File: config.mk
export PLATFORM = sky130hd
export DESIGN_NAME = fetch_ctrl
export DESIGN_NICKNAME = d
export VERILOG_FILES = /design/src/rtl/fetch_ctrl.sv
export SDC_FILE = /design/constraint.sdc
export NUM_CORES = 1
export LEC_CHECK = 0
export ABC_AREA = 1
export CAP_MARGIN = 15
export CORE_AREA = 2 2 117 119
export DETAILED_ROUTE_END_ITERATION = 6
export DIE_AREA = 0 0 119 121
export HOLD_SLACK_MARGIN = 0.1
export PLACE_DENSITY_LB_ADDON = 0.3
export SKIP_LAST_GASP = 1
export SYNTH_ARGS = -nofsm -noshare
export SYNTH_HDL_FRONTEND = slang
export SYNTH_SLANG_ARGS = --single-unit
File: constraint.sdc
create_clock -name i_clk -period 1.65 [get_ports i_clk]
set_input_delay 0.2475 -clock i_clk [delete_from_list [all_inputs] [get_ports i_clk]]
set_output_delay 0.2475 -clock i_clk [all_outputs]
set_load 0.005 [all_outputs]
File: src/rtl/fetch_ctrl.sv
// Fetch sequencer: drives PC enable/next value, imem req/ready handshake,
// holds the fetched instruction for decode and applies execute redirects.
module fetch_ctrl #(
  parameter int N       = 32,
  parameter int TIMEOUT = 255
) (
  input  logic         i_clk,
  input  logic         i_rst,
  input  logic [N-1:0] i_pc,
  output logic         o_en_pc,
  output logic [N-1:0] o_pc_next,
  output logic         o_imem_req,
  output logic [N-1:0] o_imem_addr,
  input  logic         i_imem_ready,
  input  logic [31:0]  i_imem_rdata,
  output logic [31:0]  o_instr,
  output logic         o_instr_valid,
  input  logic         i_stall,
  input  logic         i_redirect,
  input  logic [N-1:0] i_redirect_pc,
  output logic         o_misalign,
  output logic         o_timeout
);

  typedef enum logic [1:0] {
    START,
    FETCH,
    FLUSH,
    ISSUE
  } state_t;

  localparam logic [7:0] TO = TIMEOUT[7:0];
  localparam logic [31:0] NOP = 32'h0000_0013;

  state_t state;
  logic [7:0] wait_cnt;
  logic [7:0] wait_nxt;
  logic [N-1:0] saved;
  logic [N-1:0] tgt;
  logic [N-1:0] pc_inc;
  logic mis;
  logic waiting;

  assign tgt = {i_redirect_pc[N-1:2], 2'b00};
  assign pc_inc = i_pc + N'(4);
  assign o_imem_addr = i_pc;
  assign mis = i_redirect && (state != START)
             && (i_redirect_pc[1:0] != 2'b00);
  assign waiting = (state == FETCH || state == FLUSH)
                 && !i_imem_ready;

  always_comb begin
    o_en_pc = 1'b0;
    o_imem_req = 1'b0;
    o_pc_next = pc_inc;
    unique case (state)
      FETCH: begin
        o_imem_req = 1'b1;
        if (i_imem_ready) begin
          o_en_pc = 1'b1;
          if (i_redirect) o_pc_next = tgt;
        end
      end
      FLUSH: begin
        o_imem_req = 1'b1;
        if (i_imem_ready) begin
          o_en_pc = 1'b1;
          o_pc_next = i_redirect ? tgt : saved;
        end
      end
      ISSUE: begin
        if (i_redirect) begin
          o_en_pc = 1'b1;
          o_pc_next = tgt;
        end
      end
      default: ;
    endcase
  end

  // Saturating count of cycles an outstanding request has waited
  always_comb begin
    wait_nxt = 8'd0;
    if (waiting)
      wait_nxt = (wait_cnt == 8'hFF) ? wait_cnt : wait_cnt + 8'd1;
  end

  always_ff @(posedge i_clk or negedge i_rst) begin
    if (!i_rst) begin
      state <= START;
      o_instr <= NOP;
      o_instr_valid <= 1'b0;
      o_misalign <= 1'b0;
      o_timeout <= 1'b0;
      wait_cnt <= 8'd0;
      saved <= '0;
    end else begin
      o_misalign <= mis;
      wait_cnt <= wait_nxt;
      if (waiting && wait_nxt == TO) o_timeout <= 1'b1;
      unique case (state)
        START: state <= FETCH;
        FETCH: begin
          if (i_imem_ready && !i_redirect) begin
            o_instr <= i_imem_rdata;
            o_instr_valid <= 1'b1;
            state <= ISSUE;
          end else if (!i_imem_ready && i_redirect) begin
            saved <= tgt;
            state <= FLUSH;
          end
        end
        FLUSH: begin
          if (i_redirect) saved <= tgt;
          if (i_imem_ready) state <= FETCH;
        end
        ISSUE: begin
          if (i_redirect || !i_stall) begin
            o_instr_valid <= 1'b0;
            state <= FETCH;
          end
        end
        default: state <= START;
      endcase
    end
  end

endmodule

==> metrics.txt, run 1 <==
max_slew headroom=69.7%; Synth Instances=756; Clock Skews=0.00761 ns; post-synth top area share=36.0%; layout cells sized above 1=28.7%; most frequent cell after synthesis=nand2_1; drt drc=0; minimum hold slack=0.415 ns; RSZ-0062 raised after global routing=yes; Buffers on Ports=201; DP HPWL=13.2 mm; Synth area leader=dfrtp_1; Clock Tree Root=clkbuf_16; run status=finished, violations left; Fillers=1,116; crit path time final=2.30 ns; Synth Cell Area=5140 sq um; top post-synthesis cells by area=dfrtp_1 36%, nand2_1 22%, inv_1 5.3%; Die Ht=121 um; WS Path Type=reg -> out; top_reg_cell synth=dfrtp_1; Final Core Density=67.9%; antenna violations before repair=0; FMAX=0.434 GHz; FF/Latch Area=1930 sq um; Pwr per Cell Area=1500 nW/um^2; max_cap viols=0; total wire length=18.2 mm; Post-synth EDFFs=0; Post-Syn Area per Cell=6.80 sq um; Final Hold Vio Count=0; grt total ovfl=0; number of global-route vias before repair=5,771; CTS Buf Count=9; Final Max Tran Viols=0; CP Max Fanout=5; Slew @ Worst Pin=0.455 ns; GRT Total Usage=25.0%; largest net degree at the start of global routing=78; Seq/Total Area, Yosys=37.6%; DRT Pass-1 Iters=5; area of the multi-input gates=2960 sq um; CP Launch Type=flop; Worst EP arrival=2.06 ns; R2R depth=12; area of the core=13,100 sq um; Peak supply drop=0.903 mV; worst r2r src=state[0]; worst reg2reg endpoint=saved[11]; clock latency on the worst-skew pair=0.34 ns; Total Power=13.3 mW; WHS Endpoint=o_instr[0]; first-pass GRT wire length=28.5 mm; chip width=119 um; Initial Util=39.3%; Post-synth ARST share=100%; Placed Area=7980 sq um; num ports=202; reg2reg setup slack=-0.20 ns; die area=14,400 sq um; Initial DRC Count=343; antenna cells=0; Lkg Pwr=4.30 nW; antenna-violating nets left=0; post-route cell area=8890 sq um; area delta synth->final=72.9%; CP Data Required Time=1.40 ns; Placer Congestion=0.988; H-tree depth=3; Via Count=5,979; min-delay src=i_imem_rdata[0]; clock slew at reported path FFs=0.06 ns; Post-synth top cells=298 x nand2_1, 74 x dfrtp_1, 72 x inv_1; Final Cycle Share=140%; clock buffer depth=2; failing checks=setup timing; post-synth cell types=33; Rows=42; HP Class=in -> reg; Synthesis Warnings=0; final setup fails=71; PnR worst setup slack=-0.655 ns; Synthesized Nets=863; vias per cell=4.83; CTS tree=built; TritonCTS sink count=77; Hold Path Depth=3; final net count=1,163; Avg WL per Cell=14.7 um; FF+latch count, synth=77; Crit. End Element=output pin
[logic make-up (layout without fill, tap and decap cells)]
family	count (synthesis)	count (layout)	synth area share, %
AO/OA/AOI/OAI	100	100	11.5
XOR/XNOR	12	12	2.04
adder cells (fa/ha/maj)	6	6	1.46
buffers and inverters	137	442	13.3
flip-flops	77	77	37.6
AND/OR/NAND/NOR	424	424	34.1
[critical path, stage by stage (launching register included)]
cell and delay [ns]:
dfrtp_2 0.47, buf_6 0.14, ha_4 0.16, nand2_4 0.08, inv_6 0.05, buf_6 0.11, a22oi_4 0.23, buf_6 0.15
buf_4 0.10, o22ai_2 0.08, buf_2 0.14
[how the worst max path moves through the flow]
stage             start             to  slack (ns)  depth (start not counted)
2_1_floorplan  state[1]  o_pc_next[11]       0.007                          9
3_3_place_gp   i_pc[21]  o_pc_next[22]       -0.93                         10
3_5_place_dp   i_pc[19]  o_pc_next[22]       -0.91                         10
4_1_cts        state[1]  o_pc_next[18]       -0.65                         10
5_1_grt        state[0]   o_pc_next[0]       -0.75                         10
6_report       state[1]  o_pc_next[18]       -0.65                         10
[state kept, by name (all words and copies together), names as in the netlist]
name and flops:
o_instr 32, saved 32, wait_cnt 8, state 2
o_instr_valid 1, o_misalign 1, o_timeout 1
[placed cells by master, fill, tap and decap left out, types with 6 or more instances in the layout]
cell type,count
o21ai_2,15
nor2_2,9
dfrtp_1,72
buf_2,31
xnor2_1,6
nand2_2,15
a21oi_1,7
o21ai_0,27
nor2_1,50
buf_6,25
dlygate4sd2_1,8
nand3_1,26
nand3_2,9
nand2_1,283
nand3_4,8
nand4_1,6
clkbuf_16,9
inv_1,66
buf_4,111
buf_12,9
o211ai_1,14
o21ai_1,17
o22ai_2,8
clkdlybuf4s50_1,157
inv_2,7
[metrics by stage]
stage	setup TNS (ns)	worst slack (ns)	cells
2_1_floorplan	0	0.00691	756
3_3_place_gp	-38.85	-0.931	1193
3_5_place_dp	-39.89	-0.907	1193
4_1_cts	-20.65	-0.653	1230
5_1_grt	-32.29	-0.753	1237
6_report	-23.92	-0.655	1237
[repair_timing]
action / 4_1_cts / 5_1_grt
cloned: 0 / 1
pin swaps: 19 / 14
hold buffers: 1 / 0
buffers inserted: 20 / 7
resized for setup: 230 / 65
hold endpoints to repair: 74 / 0
endpoints found under the setup margin: 101 / 100
[metal layers]
metal,GRT usage (%),part of all wire (%),vias up
met5,0,0,-
met4,9.38,2.4,0
met3,3.81,5.7,38
met2,43.1,50,203
met1,31.6,42,2778
li1,-,-,2960
[power by group]
group / total [mW] / internal [mW] / leakage [nW] / switching [mW]
Sequential: 3.15 / 2.74 / 0.955 / 0.415
Combinational: 8.15 / 4.20 / 3.20 / 3.94
Clock: 2.03 / 1.18 / 0.150 / 0.852
Total: 13.3 / 8.12 / 4.30 / 5.21
[layout make-up]
type | instances | share of cell area, %
Clock buffer | 9 | 2.53
Clock inverter | 7 | 0.845
Inverter | 80 | 3.72
Multi-Input combinational cell | 542 | 33.3
Sequential cell | 77 | 21.8
Tap cell | 176 | 2.48
Timing Repair Buffer | 345 | 35.3
Timing Repair inverter | 1 | 0.0986
(Power assumes the default switching activity.)
==> run 2: changes to the inputs <==
CORE_AREA = 2 2 115 117   (was 2 2 117 119)
CTS_BUF_LIST = sky130_fd_sc_hd__clkbuf_2 sky130_fd_sc_hd__clkbuf_4 sky130_fd_sc_hd__clkbuf_8   (was not set)
DIE_AREA = 0 0 117 119   (was 0 0 119 121)
==> run 2 against run 1 <==
Compared with the run above:
- the run still ends with setup timing left
- worst hold slack got worse by 0.044 ns
- core utilization rose by 2.3 points
- power grew 5.9%
- wire length grew 5.9%
- combinational power grew 16%
- cell count grew 0.57%
- sequential cell count unchanged
- sequential power about the same
- maximum frequency down 5.7%
- design area increased by 1.7%
- critical path depth decreased by 1
==> metrics.txt, run 2 (same netlist as run 1, synthesis figures left out) <==
Clock Tree Root=clkbuf_8; RSZ-0062 raised after global routing=yes; Initial Util=39.9%; clock latency on the worst-skew pair=0.35 ns; die area=13,900 sq um; post-route cell area=9040 sq um; Final Hold Vio Count=0; worst r2r src=state[1]; CP Data Required Time=1.40 ns; num ports=202; CTS Buf Count=9; CTS tree=built; crit path time final=2.45 ns; largest net degree at the start of global routing=34; Slew @ Worst Pin=0.433 ns; area delta synth->final=75.8%; Worst EP arrival=2.20 ns; number of global-route vias before repair=5,594; DP HPWL=13.2 mm; failing checks=setup timing; max_slew headroom=71.2%; clock buffer depth=2; clock slew at reported path FFs=0.08 ns; final setup fails=98; final net count=1,169; vias per cell=4.95; Final Max Tran Viols=0; Peak supply drop=0.903 mV; Placed Area=7930 sq um; chip width=117 um; area of the multi-input gates=3030 sq um; Pwr per Cell Area=1560 nW/um^2; Die Ht=119 um; CP Launch Type=flop; Rows=42; max_cap viols=0; FF/Latch Area=1930 sq um; HP Class=in -> async; Initial DRC Count=456; grt total ovfl=0; Pint=8.32 mW; most common cell after layout, fill and taps aside=nand2_1; Lkg Pwr=4.43 nW; sequential share of power=22.3%; TritonCTS sink count=77; reg2reg setup slack=-0.20 ns; drt drc=0; Total Power=14.1 mW; antenna violations before repair=1; antenna-violating nets left=0; FMAX=0.409 GHz; area of the core=12,900 sq um; Buffers on Ports=201; Crit. End Element=output pin; run status=finished, violations left; biggest regs=o_instr: 32 flops, saved: 32 flops, wait_cnt: 8 flops; Clock Skews=0.00711 ns; WS Path Type=reg -> out; Avg WL per Cell=15.5 um; Final Cycle Share=148%; minimum hold slack=0.371 ns; PnR worst setup slack=-0.795 ns; first-pass GRT wire length=27.6 mm; Fillers=1,022; CP Max Fanout=4; Placer Congestion=0.979; layout cells sized above 1=32.1%; Sw Ratio=41.1%; total wire length=19.3 mm; DRT Pass-1 Iters=6; commonest cells after routing, fill and taps aside=256 x nand2_1, 151 x clkdlybuf4s50_1, 107 x buf_4; Via Count=6,152; H-tree depth=3; GRT Total Usage=25.2%; Comb pwr share=66.9%; crit path from=state[1]; NetSw=5.80 mW; clock network fraction of total power=10.7%
run 2: changes by cell type in the layout (fill, tap and decap cells not counted), sizes merged:
cell / change
clkdlybuf4s50: -6
clkinvlp: +2
dlygate4sd2: +1
buf: -1
clkinv: -2
clkbuf: +7
diode: +1
dlymetal6s2s: +5
run 2: path summary, 6_finish.rpt:
path	depth (start not counted)	end
min in group i_clk	3	o_instr[0]
max	9	o_pc_next[11]
max reg2reg	12	saved[15]
min	2	wait_cnt[5]
max in group asynchronous	3	saved[25]
min reg2reg	2	o_instr[1]
run 2: metal layers:
layer  GRT usage [%]  part of all wire (%)
met2            42.2                    50
met3            5.29                   6.5
met1            32.8                    40
met5               0                     0
met4            6.62                   2.6
run 2: critical path, cell delays in order (launching register included):
cell and delay, ns:
dfrtp_1 0.45, ha_2 0.23, inv_2 0.07, buf_4 0.14
nand2_4 0.07, o21ai_4 0.25, clkinvlp_4 0.23, o211ai_1 0.17
o21ai_2 0.10, buf_2 0.13
run 2: what timing repair did:
item,CTS,global route
setup endpoints to repair,76,106
hold buffers,1,0
setup buffers,18,10
pin swaps,20,31
gates resized for setup,213,135
endpoints found under the hold margin,27,0
cloned,2,11
run 2: area by class of cell:
type | instances | area share (%)
timing repair inverter | 2 | 0.208
multi-input combinational | 542 | 33.5
sequential | 77 | 21.4
clock buffer | 10 | 1.52
antenna | 1 | 0.0277
tap | 176 | 2.44
timing repair buffer | 350 | 36.4
clock inverter | 6 | 0.761
inverter | 80 | 3.77
run 2: stage by stage:
step	setup slack, ns	cells	utilization, %	TNS [ns]
after floorplan	0.00691	756	-	0
after global placement	-0.941	1190	61.6	-39.93
after detailed placement	-0.918	1190	61.6	-41.58
after CTS	-0.757	1227	65.8	-22.33
after global routing	-0.863	1244	70.2	-35.15
final	-0.795	1244	70.2	-27.03
run 2: power groups by stage:
stage | sequential, mW | combinational, mW | clock (mW)
after global placement | 3.10 | 6.57 | 0
after global routing | 3.24 | 10.1 | 1.64
after CTS | 3.11 | 7.57 | 1.55
final | 3.15 | 9.45 | 1.51
after detailed placement | 3.13 | 6.67 | 0
after floorplan | 3.13 | 2.94 | 0
==> run 3: changes to the inputs <==
PLACE_DENSITY = 0.8   (was not set)
PLACE_DENSITY_LB_ADDON = not set   (was 0.3)
==> run 3 against run 2 <==
Compared with the run above:
- the run still ends with setup timing left
- highest routed layer unchanged
- largest power group unchanged
- first-iteration DRC count is 5.3% lower
- worst hold slack better by 0.020 ns
- global-route usage is 2.0 points higher
==> metrics.txt, run 3 (same netlist as run 1, synthesis figures left out) <==
antenna cells=0; grt total ovfl=0; num ports=202; slowest stage cell on the critical path=dfrtp_2; antenna violations before repair=0; GRT Total Usage=27.1%; CTS tree=built; antenna-violating nets left=0; layout cells sized above 1=33.3%; Crit. End Element=output pin; Critical path buffers and inverters=5; total wire length=20.3 mm; H-tree depth=3; final net count=1,163; chip width=117 um; max_cap viols=0; Initial Util=39.9%; DP HPWL=13.3 mm; largest net degree at the start of global routing=35; WS Path Type=reg -> out; commonest cells after routing, fill and taps aside=248 x nand2_1, 153 x clkdlybuf4s50_1, 96 x buf_4; Total Power=15.0 mW; FMAX=0.430 GHz; max_slew headroom=68.2%; area of the core=12,900 sq um; die area=13,900 sq um; Initial DRC Count=432; drt drc=0; Pwr per Cell Area=1630 nW/um^2; CP Cell Sequence=inv_4 -> ha_4 -> inv_2 -> o211ai_1 -> o21ai_4 -> nand2_4 -> buf_8 -> inv_6 -> o22ai_1 -> buf_2; area delta synth->final=78.5%; final setup fails=66; Lkg Pwr=4.47 nW; Slew @ Worst Pin=0.477 ns; vias per cell=5.15; HP Class=in -> async; Die Ht=119 um; CTS Buf Count=9; Placed Cells=1,177; first-pass GRT wire length=29.9 mm; Peak supply drop=0.866 mV; clock buffer depth=2; CP top delay family=buffers and inverters; Rows=42; Final Max Tran Viols=0; Crit path largest cell delay=0.47 ns; Buffers on Ports=201; Clock Skews=0.0196 ns; Final Cycle Share=141%; RSZ-0062 raised after global routing=yes; Clock Tree Root=clkbuf_8; clock slew at reported path FFs=0.09 ns; CP Data Required Time=1.40 ns; most common cell after layout, fill and taps aside=nand2_1; failing checks=setup timing; CP Max Fanout=6; CP Launch Type=flop; PnR worst setup slack=-0.675 ns; TritonCTS sink count=77; clock latency on the worst-skew pair=0.36 ns; run status=finished, violations left; Avg WL per Cell=16.4 um; Final Hold Vio Count=0; Finished Layout Cells=1,237; Via Count=6,373; crit path time final=2.33 ns; Worst EP arrival=2.08 ns; number of global-route vias before repair=5,956; DRT Pass-1 Iters=5; biggest regs=o_instr: 32 flops, saved: 32 flops, wait_cnt: 8 flops; Placer Congestion=1.02; Fillers=961
-- run 3: cell count changes in the layout (fill, tap and decap cells not counted), moves of 3 or more --
cell           change
buf_12             +4
buf_2              -3
buf_4             -11
buf_6              +4
clkbuf_16          -5
dlygate4sd2_1      -3
nand2_1            -8
nand2_2            +4
nand2_4            +5
nand3_4            +3
o21ai_0            -6
o21ai_4            +3
-- run 3: report_power, final --
part	switching, mW	leakage (nW)	internal [mW]
Sequential	0.459	0.955	2.73
Combinational	4.94	3.40	5.20
Clock	0.763	0.114	0.860
Total	6.16	4.47	8.80
-- run 3: worst paths after layout --
kind                                       from      endpoint  slack, ns  depth (start not counted)
worst min register to register       o_instr[1]    o_instr[1]       0.47                          2
worst max register to register         state[0]     saved[29]      -0.24                         14
worst min-delay path                      i_rst   o_instr[29]       0.39                          2
max in group asynchronous                 i_rst   o_instr[19]       0.76                          3
min in group i_clk              i_imem_rdata[1]    o_instr[1]       0.40                          3
worst max-delay path                   state[1]  o_pc_next[7]      -0.68                         10
-- run 3: per-layer routing --
metal / track usage (%) / part of all wire (%) / routed length [um]
met1: 36.6 / 39 / 8010
met2: 44.1 / 49 / 9990
met3: 4.17 / 7.0 / 1430
met4: 9.41 / 4.5 / 914
met5: 0 / 0 / 0
-- run 3: worst reg2reg max path: stages (launching register included) --
cell and delay [ns]:
dfrtp_2 0.48, inv_4 0.11, ha_4 0.16, buf_6 0.11
buf_6 0.09, inv_4 0.03, nor2_4 0.10, inv_2 0.05
buf_6 0.12, nand2_8 0.08, clkinv_8 0.09, buf_8 0.14
buf_8 0.14, nand2_2 0.05, nand2_1 0.04
-- run 3: final cells by class --
type	instances	area (sq um)	share of cell area, %
flip-flops and latches	77	1930	21.1
clock buffers	9	124	1.35
multi-input cells	543	3160	34.5
inverters	80	335	3.66
repair inverters	1	8.76	0.0955
repair buffers	344	3290	35.9
well taps	176	220	2.40
clock inverters	7	96.3	1.05
-- run 3: per-stage QoR --
| stage | area (sq um) | util, % | hold WS (ns) | setup slack (ns) | TNS, ns |
|---|---|---|---|---|---|
| 2_1_floorplan | 5150 | - | -0.0481 | 0.00691 | 0 |
| 3_3_place_gp | 7860 | 61.0 | 0.238 | -0.894 | -38.10 |
| 3_5_place_dp | 7860 | 61.0 | 0.242 | -0.898 | -39.55 |
| 4_1_cts | 8620 | 66.9 | 0.389 | -0.701 | -21.43 |
| 5_1_grt | 9170 | 71.2 | 0.418 | -0.749 | -30.15 |
| 6_report | 9170 | 71.2 | 0.392 | -0.675 | -25.26 |
-- run 3: timing repair --
action | in CTS | in global routing
hold endpoints to repair | 29 | 0
gates resized for setup | 244 | 153
cloned | 7 | 2
buffers inserted | 27 | 14
setup endpoints to repair | 72 | 109
pin swaps | 16 | 33
hold buffers | 1 | 0
